<file path="src/rtl/mig_u_seq_alu_if.sv">
// ----------------------------------------------------------------------------
// mig_u_seq_alu_if
// Issue-side and writeback-side handshake bundle for mig_u_seq_alu.
//   in_valid/in_ready : operation offered / accepted (transfer when both high)
//   cmd, in1, in2     : command and operands, sampled at transfer
//   out_valid/out_ready : result held / taken (consume when both high)
//   out, co, zero, neg : registered result and flags
// Modports: slave = the ALU, master = the issuer/consumer driving it.
// ----------------------------------------------------------------------------
interface mig_u_seq_alu_if #(
  parameter int WIDTH = 64
);
  logic             in_valid;
  logic             in_ready;
  logic [3:0]       cmd;
  logic [WIDTH-1:0] in1;
  logic [WIDTH-1:0] in2;
  logic             out_valid;
  logic             out_ready;
  logic [WIDTH-1:0] out;
  logic             co;
  logic             zero;
  logic             neg;

  modport master (
    output in_valid, cmd, in1, in2, out_ready,
    input  in_ready, out_valid, out, co, zero, neg
  );

  modport slave (
    input  in_valid, cmd, in1, in2, out_ready,
    output in_ready, out_valid, out, co, zero, neg
  );
endinterface

</file>
<file path="src/rtl/mig_u_seq_alu.sv">
// ----------------------------------------------------------------------------
// mig_u_seq_alu
// Handshaked, registered ALU. Commands 0-11 (add/logic) complete in one cycle;
// shifts (12 SHL, 13 SHR, 14 SAR) take one cycle per bit of shift amount and
// MUL (15) is an unsigned shift-add taking exactly WIDTH cycles.
// Ports:
//   clk  : clock, all state on the rising edge
//   rst  : synchronous reset, active-high; aborts any operation in flight
//   bus  : mig_u_seq_alu_if.slave (issue handshake, operands, result, flags)
// ----------------------------------------------------------------------------
module mig_u_seq_alu #(
  parameter int WIDTH = 64
) (
  input  logic           clk,
  input  logic           rst,
  mig_u_seq_alu_if.slave bus
);
  localparam int SHAMT_W = $clog2(WIDTH);
  // One extra bit so the counter can hold WIDTH for a multiply.
  localparam int CNT_W   = SHAMT_W + 1;

  typedef enum logic [1:0] {S_IDLE, S_BUSY, S_DONE} state_e;

  typedef enum logic [3:0] {
    CMD_TRANSFER = 4'd0,  CMD_INC  = 4'd1,  CMD_ADD   = 4'd2,  CMD_ADD1  = 4'd3,
    CMD_ADDNB    = 4'd4,  CMD_SUB  = 4'd5,  CMD_DEC   = 4'd6,  CMD_TRANS2 = 4'd7,
    CMD_AND      = 4'd8,  CMD_OR   = 4'd9,  CMD_XOR   = 4'd10, CMD_NOT   = 4'd11,
    CMD_SHL      = 4'd12, CMD_SHR  = 4'd13, CMD_SAR   = 4'd14, CMD_MUL   = 4'd15
  } cmd_e;

  // Multi-cycle op kind equals cmd[1:0] for commands 12-15.
  typedef enum logic [1:0] {OP_SHL, OP_SHR, OP_SAR, OP_MUL} mop_e;

  state_e             state_q, state_d;
  mop_e               mop_q;
  logic [CNT_W-1:0]   cnt_q;
  logic [WIDTH-1:0]   b_q;      // value being shifted, or remaining multiplier bits
  logic [2*WIDTH-1:0] a_q;      // multiplicand, moved up one place per step
  logic [2*WIDTH-1:0] acc_q;    // product accumulator
  logic [WIDTH-1:0]   out_q;
  logic               co_q, zero_q, neg_q;

  logic               in_ready, out_valid, accept;
  logic               is_mul, single_op, last_step;
  logic [SHAMT_W-1:0] shamt;

  logic [WIDTH-1:0]   sel_b;
  logic [WIDTH:0]     sum;
  logic [WIDTH-1:0]   alu_res;
  logic               alu_co;

  logic [2*WIDTH-1:0] acc_nx;
  logic [WIDTH-1:0]   step_b, step_res;
  logic               step_co;

  assign shamt     = bus.in2[SHAMT_W-1:0];
  assign is_mul    = (bus.cmd == CMD_MUL);
  // A shift by zero needs no BUSY cycles, so it retires like a logic op.
  assign single_op = (bus.cmd[3:2] != 2'b11) || (!is_mul && shamt == '0);
  assign last_step = (cnt_q == CNT_W'(1));

  // --------------------------------------------------------------------------
  // FSM: state register
  // --------------------------------------------------------------------------
  // NOTE: sequential state uses non-blocking assignments so every register
  // samples pre-edge values regardless of block evaluation order.
  always_ff @(posedge clk) begin
    if (rst) state_q <= S_IDLE;
    else     state_q <= state_d;
  end

  // --------------------------------------------------------------------------
  // FSM: next state
  // --------------------------------------------------------------------------
  // NOTE: every combinational output gets a default first so no path through
  // the case leaves it unassigned, which would infer a latch.
  always_comb begin
    state_d = state_q;
    unique case (state_q)
      S_IDLE: if (accept) state_d = single_op ? S_DONE : S_BUSY;
      S_BUSY: if (last_step) state_d = S_DONE;
      S_DONE: begin
        if (accept)             state_d = single_op ? S_DONE : S_BUSY;
        else if (bus.out_ready) state_d = S_IDLE;
      end
      default: state_d = S_IDLE;
    endcase
  end

  // --------------------------------------------------------------------------
  // FSM: outputs
  // --------------------------------------------------------------------------
  always_comb begin
    in_ready  = !rst && (state_q != S_BUSY) && ((state_q != S_DONE) || bus.out_ready);
    out_valid = (state_q == S_DONE);
    accept    = bus.in_valid && in_ready;
  end

  assign bus.in_ready  = in_ready;
  assign bus.out_valid = out_valid;
  assign bus.out       = out_q;
  assign bus.co        = co_q;
  assign bus.zero      = zero_q;
  assign bus.neg       = neg_q;

  // --------------------------------------------------------------------------
  // Single-cycle datapath: A + selB + cmd[0] for 0-7, logic ops for 8-11,
  // and pass-through of in1 for a zero-length shift.
  // --------------------------------------------------------------------------
  always_comb begin
    sel_b   = '0;
    alu_res = '0;
    alu_co  = 1'b0;
    unique case (bus.cmd[2:1])
      2'b00: sel_b = '0;
      2'b01: sel_b = bus.in2;
      2'b10: sel_b = ~bus.in2;
      2'b11: sel_b = '1;
      default: sel_b = '0;
    endcase
    sum = {1'b0, bus.in1} + {1'b0, sel_b} + {{WIDTH{1'b0}}, bus.cmd[0]};
    if (!bus.cmd[3]) begin
      {alu_co, alu_res} = sum;
    end else if (bus.cmd[2]) begin
      alu_res = bus.in1;
    end else begin
      unique case (bus.cmd[1:0])
        2'b00: alu_res = bus.in1 & bus.in2;
        2'b01: alu_res = bus.in1 | bus.in2;
        2'b10: alu_res = bus.in1 ^ bus.in2;
        2'b11: alu_res = ~bus.in1;
        default: alu_res = '0;
      endcase
    end
  end

  // --------------------------------------------------------------------------
  // Multi-cycle step: one shift bit or one multiplier bit per BUSY cycle.
  // --------------------------------------------------------------------------
  always_comb begin
    acc_nx   = acc_q + (b_q[0] ? a_q : '0);
    step_b   = b_q;
    step_res = '0;
    step_co  = 1'b0;
    unique case (mop_q)
      OP_SHL: begin
        step_b  = {b_q[WIDTH-2:0], 1'b0};
        step_co = b_q[WIDTH-1];
      end
      OP_SHR: begin
        step_b  = {1'b0, b_q[WIDTH-1:1]};
        step_co = b_q[0];
      end
      OP_SAR: begin
        step_b  = {b_q[WIDTH-1], b_q[WIDTH-1:1]};
        step_co = b_q[0];
      end
      OP_MUL: begin
        step_b  = {1'b0, b_q[WIDTH-1:1]};
        step_co = |acc_nx[2*WIDTH-1:WIDTH];
      end
      default: step_b = b_q;
    endcase
    step_res = (mop_q == OP_MUL) ? acc_nx[WIDTH-1:0] : step_b;
  end

  // --------------------------------------------------------------------------
  // Datapath registers. Result registers only change when a result is
  // produced, so they hold steady while the consumer stalls.
  // --------------------------------------------------------------------------
  // NOTE: every datapath register is reset, including working registers that
  // are reloaded before use, so nothing downstream ever sees X.
  always_ff @(posedge clk) begin
    if (rst) begin
      mop_q  <= OP_SHL;
      cnt_q  <= '0;
      b_q    <= '0;
      a_q    <= '0;
      acc_q  <= '0;
      out_q  <= '0;
      co_q   <= 1'b0;
      zero_q <= 1'b0;
      neg_q  <= 1'b0;
    end else if (accept) begin
      mop_q <= mop_e'(bus.cmd[1:0]);
      cnt_q <= is_mul ? CNT_W'(WIDTH) : CNT_W'(shamt);
      b_q   <= is_mul ? bus.in2 : bus.in1;
      a_q   <= {{WIDTH{1'b0}}, bus.in1};
      acc_q <= '0;
      if (single_op) begin
        out_q  <= alu_res;
        co_q   <= alu_co;
        zero_q <= (alu_res == '0);
        neg_q  <= alu_res[WIDTH-1];
      end
    end else if (state_q == S_BUSY) begin
      b_q   <= step_b;
      a_q   <= a_q << 1;
      acc_q <= acc_nx;
      cnt_q <= cnt_q - CNT_W'(1);
      if (last_step) begin
        out_q  <= step_res;
        co_q   <= step_co;
        zero_q <= (step_res == '0);
        neg_q  <= step_res[WIDTH-1];
      end
    end
  end
endmodule

</file>
<file path="src/flat_wrapper.sv">
// flat-port wrapper written by rule: the top's interface ports become plain ports
module mig_u_seq_alu_flat 
#(
  parameter int WIDTH = 64
)
  (clk, rst, bus_in_valid, bus_cmd, bus_in1, bus_in2, bus_out_ready, bus_in_ready, bus_out_valid, bus_out, bus_co, bus_zero, bus_neg);
  mig_u_seq_alu_if #(.WIDTH(WIDTH)) bus_i ();
  input  logic clk;
  input  logic rst;
  input wire logic [$bits(bus_i.in_valid)-1:0] bus_in_valid;
  input wire logic [$bits(bus_i.cmd)-1:0] bus_cmd;
  input wire logic [$bits(bus_i.in1)-1:0] bus_in1;
  input wire logic [$bits(bus_i.in2)-1:0] bus_in2;
  input wire logic [$bits(bus_i.out_ready)-1:0] bus_out_ready;
  output wire logic [$bits(bus_i.in_ready)-1:0] bus_in_ready;
  output wire logic [$bits(bus_i.out_valid)-1:0] bus_out_valid;
  output wire logic [$bits(bus_i.out)-1:0] bus_out;
  output wire logic [$bits(bus_i.co)-1:0] bus_co;
  output wire logic [$bits(bus_i.zero)-1:0] bus_zero;
  output wire logic [$bits(bus_i.neg)-1:0] bus_neg;
  assign bus_i.in_valid = bus_in_valid;
  assign bus_i.cmd = bus_cmd;
  assign bus_i.in1 = bus_in1;
  assign bus_i.in2 = bus_in2;
  assign bus_i.out_ready = bus_out_ready;
  assign bus_in_ready = bus_i.in_ready;
  assign bus_out_valid = bus_i.out_valid;
  assign bus_out = bus_i.out;
  assign bus_co = bus_i.co;
  assign bus_zero = bus_i.zero;
  assign bus_neg = bus_i.neg;
  mig_u_seq_alu #(.WIDTH(WIDTH)) u_core (.clk(clk), .rst(rst), .bus(bus_i));
endmodule
</file>
<file path="config.mk">
export PLATFORM = sky130hd
export DESIGN_NAME = mig_u_seq_alu_flat
export DESIGN_NICKNAME = d
export VERILOG_FILES = /design/src/rtl/mig_u_seq_alu_if.sv /design/src/rtl/mig_u_seq_alu.sv /design/src/flat_wrapper.sv
export SDC_FILE = /design/constraint.sdc
export NUM_CORES = 2
export LEC_CHECK = 0
export CAP_MARGIN = 30
export CELL_PAD_IN_SITES_DETAIL_PLACEMENT = 2
export CELL_PAD_IN_SITES_GLOBAL_PLACEMENT = 2
export CORE_ASPECT_RATIO = 1.5
export CORE_UTILIZATION = 35
export CTS_BUF_LIST = sky130_fd_sc_hd__clkbuf_16
export CTS_CLUSTER_SIZE = 24
export DETAILED_ROUTE_END_ITERATION = 8
export GPL_ROUTABILITY_DRIVEN = 1
export PLACE_DENSITY_LB_ADDON = 0.08
export SETUP_SLACK_MARGIN = 0.3
export SLEW_MARGIN = 20
export SYNTH_ARGS = -nofsm -noshare
export SYNTH_HDL_FRONTEND = slang
export SYNTH_SLANG_ARGS = --single-unit
</file>
<file path="constraint.sdc">
create_clock -name clk -period 13.81 [get_ports clk]
set_input_delay 3.4525 -clock clk [delete_from_list [all_inputs] [get_ports clk]]
set_output_delay 3.4525 -clock clk [all_outputs]
set_load 0.03 [all_outputs]
</file>
==> impl_metrics.csv <==
group,metric,value,unit
timing,worstMarginPinSlew,1.05,ns
finish,drive_gt1_share,5.88,%
critical_path,rr_startpoint,"u_core.b_q[0]",
clocking,cts_tree,"yes",
clocking,cts_max_path_buffers,3,
grt,grt_pass1_wl,290000,microns
timing,fin_crit_sh,64.2,%
critical_path,crit_path_frequent_cell,"nand4_1",
critical_path,path_buf_inv,2,
critical_path,crit_path_start,"bus_cmd[0]",
power_and_ir_drop,p_leak,16.8,nW
clocking,cts_root_buf,"clkbuf_16",
critical_path,slowest_stage,"clkdlybuf4s50_1",
finish,design_area,0.0427,sq mm
synthesis,synth_enable_flop_cells,0,
clocking,clkLatencyLatePin,0.64,ns
synthesis,synthFlopType,"dfxtp_1",
routing,vias,42200,
floorplan,die_area,0.112,sq mm
placement,postPlaceCellArea,0.0411,sq mm
routing,wl_per_cell,28.5,microns
timing,maxSlewViolCount,0,
routing,viasPerCell,6.19,
finish,multi_input_area,0.0280,sq mm
worst_hold_path,worstHoldPathCells,2,
routing,first_pass_iters,5,
power_and_ir_drop,p_per_area,82.2,mW/mm^2
grt,grtUsageMet2,62.4,%
floorplan,die_h,408,microns
floorplan,ioPinCount,205,
grt,grt_util_met1,37.3,%
synthesis,ys_warn_count,0,
finish,fillCellCount,13000,
synthesis,yosysSeqAreaShare,20.6,%
placement,io_buffers,204,
critical_path,cp.required,14.37,ns
critical_path,startpoint_type,"input pin",
job,maxCapViolations,0,
critical_path,path_depth,17,
timing,timing.max_slew.rel_slack,29.6,%
placement,dp.cells,6719,
placement,globalplace.congestion,1.01,
timing,finalHoldViolCount,0,
critical_path,crit_type,"input pin to flop",
grt,grt_max_degree,80,
routing,drtIter0Drc,2302,
clocking,path_clk_slew,0.06,ns
critical_path,crit_fanout,16,
grt,top_usage_layer,"met2",
power_and_ir_drop,p_total,3.51,mW
floorplan,start_util,35.4,%
synthesis,synthesis.area,0.0386,sq mm
finish,ff_latch_area,0.00795,sq mm
status,status,"completed",
clocking,numCtsBuffers,50,
synthesis,syn-num-nets,5895,
routing,drt_wl_total,194000,microns
clocking,h-tree-depth,2,
worst_hold_path,hold_class,"flop to flop",
clocking,cts_resized,0,
clocking,cts_setup_buffers,0,
synthesis,ys_ff_latch,397,
floorplan,die_w,273,microns
finish,nets,5813,
grt,grt_use_total,34.2,%
synthesis,synth.distinct_cells,119,
routing,ant_nets,0,
grt,grt_pass1_vias,45300,
clocking,ctsHoldBuffers,0,
grt,use_met3,3.39,%
routing,drc_errors,0,
timing,final-setup-viol-count,0,
critical_path,cp.arrival,9.43,ns
finish,final_common_cell,"nand2_1",
worst_hold_path,worst_hold_startpoint,"u_core.bus.out[44]",
power_and_ir_drop,ir_worst_vdd,0.101,mV
clocking,numClockSinks,397,
grt,globalRouteOverflowTotal,0,
critical_path,critPathTopFamily,"simple AND/OR/NAND/NOR gates",
timing,max_freq,0.113,GHz
critical_path,max_stage_delay,0.89,ns
critical_path,cp_cell_sequence,"clkdlybuf4s50_1 -> inv_4 -> fa_1 -> fa_1 -> nand2b_1 -> a21oi_1 -> o21ai_1 -> a22oi_1 -> o21ai_0 -> xnor2_1 -> o21ai_0 -> nand4_1 -> nor4_1 -> nand4_1 -> nor4b_2 -> nand4_1 -> nand2_1",
finish,syn_to_final_growth,10.7,%
placement,hpwl,154000,microns
timing,fin_skew,0.0227,ns
synthesis,syn_area_per_cell,7.10,sq um
critical_path,rr_worst_depth,18,
timing,rsz0062_at_grt,"false",
floorplan,num_rows,148,
timing,holdWs,0.458,ns
finish,layout_common_cells,"944 x nand2_1, 623 x a21oi_1, 458 x nor2_1",
floorplan,coreArea,0.109,sq mm
synthesis,netlist_instances,5433,
finish,stdcell_count,6817,
grt,antenna_found_initial,1,
timing,layout_min_cycle_time,8.87,ns
synthesis,async_reset_ff_share,0,%
critical_path,worstSetupEndpointType,"flop",
timing,fin_tns_setup,0,ns
finish,num_antenna_cells,0,
## logic make-up (layout without fill, tap and decap cells)
kind of cell	after synthesis	after routing	share of synthesized area [%]
AO/OA/AOI/OAI	1733	1733	28.8
XOR/XNOR	143	143	3.25
adder cells (fa/ha/maj)	326	326	10.6
buffers and inverters	657	616	7.15
flip-flops	397	397	20.6
multiplexers	122	122	5.21
AND/OR/NAND/NOR	2055	2055	24.4
## final timing paths
path,end,slack (ns)
max,u_core.bus.zero,4.94
min reg2reg,u_core.bus.out[44],0.46
max reg2reg,u_core.bus.co,6.54
min,u_core.bus.out[44],0.46
## through the flow
stage / setup slack [ns] / util (%)
2_1_floorplan: 4.90 / -
3_3_place_gp: 4.44 / 37.7
3_5_place_dp: 4.44 / 37.7
4_1_cts: 5.06 / 39.1
5_1_grt: 4.75 / 39.2
6_report: 4.94 / 39.2
## Yosys cell counts (10+ instances only)
cell	number	area, sq um
nand2_1	948	3560
o211ai_1	83	623
o21bai_1	35	263
a221o_1	14	140
nor2_1	462	1730
a221oi_1	24	210
buf_6	19	214
buf_2	44	220
nor3_1	88	440
nand2b_1	21	131
a21boi_0	14	105
nand3_1	87	435
nand4_1	119	744
a22oi_1	105	788
clkbuf_1	276	1040
o21ai_0	281	1410
ha_1	323	4040
dfxtp_1	397	7950
mux2i_1	41	410
a211oi_1	77	578
a21o_1	82	616
o31ai_1	28	210
mux2_2	20	225
mux4_2	61	1370
and2_1	141	882
o21a_1	47	353
a31oi_1	43	269
o22ai_1	13	81.3
and3_1	27	169
a32oi_1	38	333
xor2_1	74	648
o221ai_1	26	228
a22o_1	18	158
a21oi_1	623	3120
xnor2_1	69	604
nor4_1	36	225
o21ai_1	38	190
buf_1	41	154
or2_2	13	81.3
a311oi_1	17	149
inv_1	260	976
nor2b_1	22	138
or3_1	19	119
a211o_1	23	201
o2111ai_1	10	87.6
## area by class of cell
class	count	area share, %
multi-input combinational	4379	65.5
sequential	397	18.6
timing repair buffer	259	5.70
tap	1425	4.18
clock buffer	51	2.99
inverter	264	2.33
clock inverter	42	0.630
## sequential cells by signal (all words and copies together) (netlist names)
| name | count |
|---|---|
| u_core.a_q | 128 |
| u_core.acc_q | 128 |
| u_core.b_q | 64 |
| u_core.bus.co | 1 |
| u_core.bus.out | 64 |
| u_core.bus.zero | 1 |
| u_core.cnt_q | 7 |
| u_core.mop_q | 2 |
| u_core.state_q | 2 |
## worst register-to-register path, stage by stage, from the launching register on
cell	delay (ns)
dfxtp_4	0.68
buf_4	0.54
buf_4	0.48
and2_1	0.22
ha_1	0.38
a21oi_1	0.43
o21ai_0	0.19
a21oi_1	0.28
o21ai_0	0.27
buf_2	0.28
a221oi_2	0.61
nand3_1	0.69
a21oi_1	0.50
xnor2_1	0.16
or3_1	0.50
nor4_1	0.32
nand4_1	0.15
nor4_1	0.31
a41oi_1	0.14
## metal layers
metal	vias to the layer above	wire (microns)
met3	471	6460
met4	0	14800
met1	21400	74400
li1	19300	-
met5	-	0
met2	1005	98800
## where the power goes
part	internal (mW)	switching [mW]	total [mW]
Clock	0.708	0.599	1.31
Combinational	0.326	0.638	0.964
Sequential	1.19	0.0439	1.23
Power figures use the tool's default switching activity.
